## src/rtl/serial_adder.sv

```systemverilog
// ============================================================================
// Module   : serial_adder
// Brief    : Multi-cycle add/subtract, CHUNK bits per clock, valid/ready on
//            both sides. Optional saturation via `define SERIAL_ADDER_SAT_EN.
// Revision : 1.0 - initial release
// ============================================================================
`default_nettype none

module serial_adder #(
  parameter int WIDTH = 16,
  parameter int CHUNK = 4
) (
  input  logic             clk,
  input  logic             reset,
  input  logic             in_valid,
  output logic             in_ready,
  input  logic [WIDTH-1:0] a,
  input  logic [WIDTH-1:0] b,
  input  logic             cin,
  input  logic             sub,
  output logic             out_valid,
  input  logic             out_ready,
  output logic [WIDTH-1:0] sum,
  output logic             cout,
  output logic             overflow
);

  localparam int c_num_slices = WIDTH / CHUNK;
  localparam int c_kw         = (c_num_slices > 1) ? $clog2(c_num_slices) : 1;

  typedef enum logic [1:0] {
    IDLE = 2'd0,
    RUN  = 2'd1,
    DONE = 2'd2
  } state_t;

  state_t           r_state;
  state_t           w_next;

  logic [WIDTH-1:0] r_a;
  logic [WIDTH-1:0] r_b;
  logic             r_carry;
  logic [c_kw-1:0]  r_k;
  logic [WIDTH-1:0] r_sum;
  logic             r_cout;
  logic             r_ovf;

  int               w_base;
  logic [CHUNK-1:0] w_a_slice;
  logic [CHUNK-1:0] w_b_slice;
  logic [CHUNK:0]   w_slice;
  logic             w_last;
  logic             w_msb_cin;
  logic             w_ovf;

  assign w_base    = int'(r_k) * CHUNK;
  assign w_a_slice = r_a[w_base +: CHUNK];
  assign w_b_slice = r_b[w_base +: CHUNK];
  assign w_slice   = {1'b0, w_a_slice} + {1'b0, w_b_slice} + {{CHUNK{1'b0}}, r_carry};
  assign w_last    = (r_k == c_kw'(c_num_slices - 1));
  // Carry into the top bit recovered from its sum bit: s = a ^ b ^ c.
  assign w_msb_cin = w_a_slice[CHUNK-1] ^ w_b_slice[CHUNK-1] ^ w_slice[CHUNK-1];
  assign w_ovf     = w_msb_cin ^ w_slice[CHUNK];

  always_ff @(posedge clk) begin
    if (reset) begin
      r_state <= IDLE;
    end else begin
      r_state <= w_next;
    end
  end

  always_comb begin
    w_next = r_state;
    case (r_state)
      IDLE:    if (in_valid)  w_next = RUN;
      RUN:     if (w_last)    w_next = DONE;
      DONE:    if (out_ready) w_next = IDLE;
      default: w_next = IDLE;
    endcase
  end

  always_ff @(posedge clk) begin
    if (reset) begin
      r_a     <= '0;
      r_b     <= '0;
      r_carry <= 1'b0;
      r_k     <= '0;
      r_sum   <= '0;
      r_cout  <= 1'b0;
      r_ovf   <= 1'b0;
    end else begin
      case (r_state)
        IDLE: begin
          if (in_valid) begin
            r_a     <= a;
            r_b     <= sub ? ~b : b;
            r_carry <= cin ^ sub;
            r_k     <= '0;
          end
        end
        RUN: begin
          r_sum[w_base +: CHUNK] <= w_slice[CHUNK-1:0];
          r_carry                <= w_slice[CHUNK];
          r_k                    <= r_k + 1'b1;
          if (w_last) begin
            r_cout <= w_slice[CHUNK];
            r_ovf  <= w_ovf;
`ifdef SERIAL_ADDER_SAT_EN
            // On overflow both operands share A's sign, so A's MSB picks the rail.
            if (w_ovf) begin
              r_sum <= r_a[WIDTH-1] ? {1'b1, {(WIDTH-1){1'b0}}}
                                    : {1'b0, {(WIDTH-1){1'b1}}};
            end
`endif
          end
        end
        default: ;
      endcase
    end
  end

  assign in_ready  = (r_state == IDLE);
  assign out_valid = (r_state == DONE);
  assign sum       = r_sum;
  assign cout      = r_cout;
  assign overflow  = r_ovf;

endmodule

`default_nettype wire

```

## config.mk

```make
export PLATFORM = sky130hd
export DESIGN_NAME = serial_adder
export DESIGN_NICKNAME = d
export VERILOG_FILES = /design/src/rtl/serial_adder.sv
export SDC_FILE = /design/constraint.sdc
export NUM_CORES = 1
export LEC_CHECK = 0
export BUFFER_PORTS_ARGS = -buffer_cell sky130_fd_sc_hd__clkbuf_2
export CORE_AREA = 2 2 94 78
export CTS_BUF_LIST = sky130_fd_sc_hd__clkbuf_4 sky130_fd_sc_hd__clkbuf_8
export DETAILED_ROUTE_END_ITERATION = 8
export DIE_AREA = 0 0 96 80
export HOLD_SLACK_MARGIN = 0.05
export MAX_ROUTING_LAYER = met4
export SETUP_SLACK_MARGIN = 0.3
export SLEW_MARGIN = 25
export SYNTH_ARGS = -nofsm -noshare
export SYNTH_HDL_FRONTEND = slang
export SYNTH_SLANG_ARGS = --single-unit
```

## constraint.sdc

```tcl
create_clock -name clk -period 3.5 [get_ports clk]
set_input_delay 0.7 -clock clk [delete_from_list [all_inputs] [get_ports clk]]
set_output_delay 0.7 -clock clk [all_outputs]
set_load 0.02 [all_outputs]
```

==> flow_summary.json <==
{
  "status": "finished clean",
  "fin_crit_ns": 2.960,
  "worstHoldStart": "r_a[1]",
  "final_common_cell": "clkbuf_2",
  "die_y_um": 80,
  "max_freq_mhz": 337.9,
  "yosysUniqueCellTypes": 36,
  "cts_made_buffers": 5,
  "port-buffer-count": 57,
  "clock-sinks": 55,
  "cp_slowest_stage_delay_ns": 0.58,
  "critical_path_class": "register to register",
  "htreeDepth": 2,
  "rsz0062_at_grt": "no",
  "reg2reg_from": "r_k[0]",
  "cts_root_buffer": "clkbuf_8",
  "ys_seq_elements": 55,
  "syn_nets": 319,
  "antenna_cells": 0,
  "maxCapViolations": 0,
  "r2r_end": "overflow",
  "grt_usage_pct": 15.46,
  "yosys.area.top_type": "dfxtp_1",
  "worstPathArrival_ns": 3.16,
  "core_um2": 6723,
  "dieArea_um2": 7680,
  "slew_violations": 0,
  "slowest_stage": "mux4_2",
  "synth_ff_type": "dfxtp_1",
  "mostFrequentLayoutCells": "clkbuf_2 (57), dfxtp_1 (55), nand2_1 (43)",
  "clk-insertion-delay-late_ns": 0.30,
  "setup-violations-final": 0,
  "drc": 0,
  "path_cells": "mux4_2, fa_1, fa_1, a21o_1, a21oi_1, xor2_1, a311oi_1",
  "endpoint": "overflow",
  "power_density_nw_per_um2": 421.4,
  "post_cts_resized": 0,
  "post_cts_buffers": 0,
  "finalCritPeriodShare_pct": 84.56,
  "p_leak_uw": 0.001211,
  "layout-drive-gt1-share_pct": 29.19,
  "syn_area_um2": 2605,
  "vdd_drop_max_v": 0.0001582,
  "ios": 58,
  "grt_pass1_wl_mm": 9.101,
  "num_rows": 27,
  "critPathMaxFanout": 6,
  "clk_pin_slew_ns": 0.10,
  "grt.overflow.total": 0,
  "first_iter_violations": 46,
  "syn-mean-instance-area_um2": 9.648,
  "gp_congestion": 0.7775,
  "required_ns": 3.70,
  "tns_ns": 0,
  "worstSetupStartpointType": "register",
  "clock_path_buffers": 2,
  "vias": 2006,
  "r2r_cells": 7,
  "cts_tree": "built",
  "firstDrtPassIters": 4,
  "fin_nets": 370,
  "die_w_um": 96,
  "crit_path_end_kind": "register",
  "synth_edf_count": 0,
  "power_uw": 1276,
  "grt_pass1_vias": 1915,
  "areaGrowthSynthToFinish_pct": 16.23,
  "maxSlewHeadroom_pct": 37.50,
  "num-fill-cells": 666,
  "reg2reg_slack_ns": 0.54,
  "viasPerCell": 4.905,
  "grt_start_max_net_pins": 42,
  "worst_path_most_repeated_cell": "fa_1",
  "seq_area_frac_synth_pct": 42.27,
  "skew_ns": 0.01176,
  "hold_path_class": "register to register",
  "postCtsHoldBufs": 0,
  "startpoint": "r_k[0]",
  "ys_top_cells_by_area": "dfxtp_1 (42%), mux4_2 (6.9%), nand2_1 (6.2%)",
  "antenna_found_initial": 0,
  "wl_per_cell_um": 13.59,
  "synthCells": 270,
  "start_util_pct": 38.75,
  "tightest_slew_ns": 0.9375,
  "ant_nets": 0,
  "yosysTopAreaCellShare_pct": 42.27,
  "async_flop_share_pct": 0,
  "ys_warn_count": 0,
  "hpwl_mm": 4.042,
  "final_hold_viol_count": 0,
  "wl_mm": 5.558
}
## worst min path at each step
| stage | to | slack (ns) | depth (start not counted) |
|---|---|---|---|
| 5_1_grt | r_a[1] | 0.47 | 2 |
| 3_3_place_gp | r_a[1] | 0.45 | 2 |
| 2_1_floorplan | r_a[10] | 0.43 | 2 |
| 3_5_place_dp | r_a[1] | 0.45 | 2 |
| 4_1_cts | r_a[1] | 0.46 | 2 |
| 6_report | r_a[1] | 0.46 | 2 |
## synth_stat cells (2+ instances only)
cell,count
nor2_1,35
a311oi_1,2
ha_1,9
inv_1,3
a21oi_1,26
xnor2_1,16
mux4_2,8
buf_1,2
nand3_1,4
nand2_1,43
a211oi_1,6
buf_4,4
xor2_1,3
a211oi_2,11
buf_2,4
clkbuf_1,4
a22oi_1,14
nand2b_1,3
dfxtp_1,55
fa_1,2
## final cells by class
type,instances,area (um2),area share (%)
clock buffers,7,83.83,2.769
clock inverters,1,5.005,0.1653
inverters,3,11.26,0.3719
multi-input cells,195,1403,46.32
flip-flops and latches,55,1101,36.36
well taps,87,108.9,3.595
repair buffers,61,315.3,10.41
## logic make-up (layout without fill, tap and decap cells)
| family | after synthesis | after routing | share of synthesized area (%) |
|---|---|---|---|
| and+or+nand+nor | 95 | 95 | 16.81 |
| AOI/OAI and AO/OA | 62 | 62 | 17.63 |
| DFF | 55 | 55 | 42.27 |
| buffers and inverters | 20 | 72 | 4.131 |
| xor gates and xnor gates | 19 | 19 | 6.388 |
| adders and majority gates | 11 | 11 | 5.860 |
| muxes | 8 | 8 | 6.916 |
## sequential cells by signal, indices dropped and copies added (netlist names)
signal	flops
r_a	16
r_b	16
sum	16
r_k	2
r_state	2
cout	1
overflow	1
r_carry	1
## through the flow
step / utilization, % / std cells / setup slack [ns] / instance area (um2) / hold WS (ns)
5_1_grt: 45.04 / 409 / 0.3748 / 3028 / 0.4747
4_1_cts: 45.04 / 409 / 0.5329 / 3028 / 0.4605
6_report: 45.04 / 409 / 0.5405 / 3028 / 0.4576
3_3_place_gp: 43.72 / 401 / 0.6815 / 2939 / 0.4466
2_1_floorplan: - / 270 / 0.6461 / 2605 / 0.4331
3_5_place_dp: 43.72 / 401 / 0.6155 / 2939 / 0.4474
## metal layers
layer	share of wire, %	global-route usage [%]
met4	0.16	2.143
met5	0	-
met2	43	23.26
met3	4.7	3.305
met1	52	21.89
## power breakdown
part / internal, uW / switching (uW)
Combinational: 105 / 140
Sequential: 660 / 22.9
Clock: 157 / 191
Total: 922 / 354
## worst max-delay path, delay by kind of cell (launching register included)
family                     cells  cell delay (ns)
AOI/OAI and AO/OA              3             0.72
xor gates and xnor gates       1             0.13
adders and majority gates      2             0.88
DFF                            1             0.55
muxes                          1             0.58
Note: power is estimated with default switching activity, not from simulation.
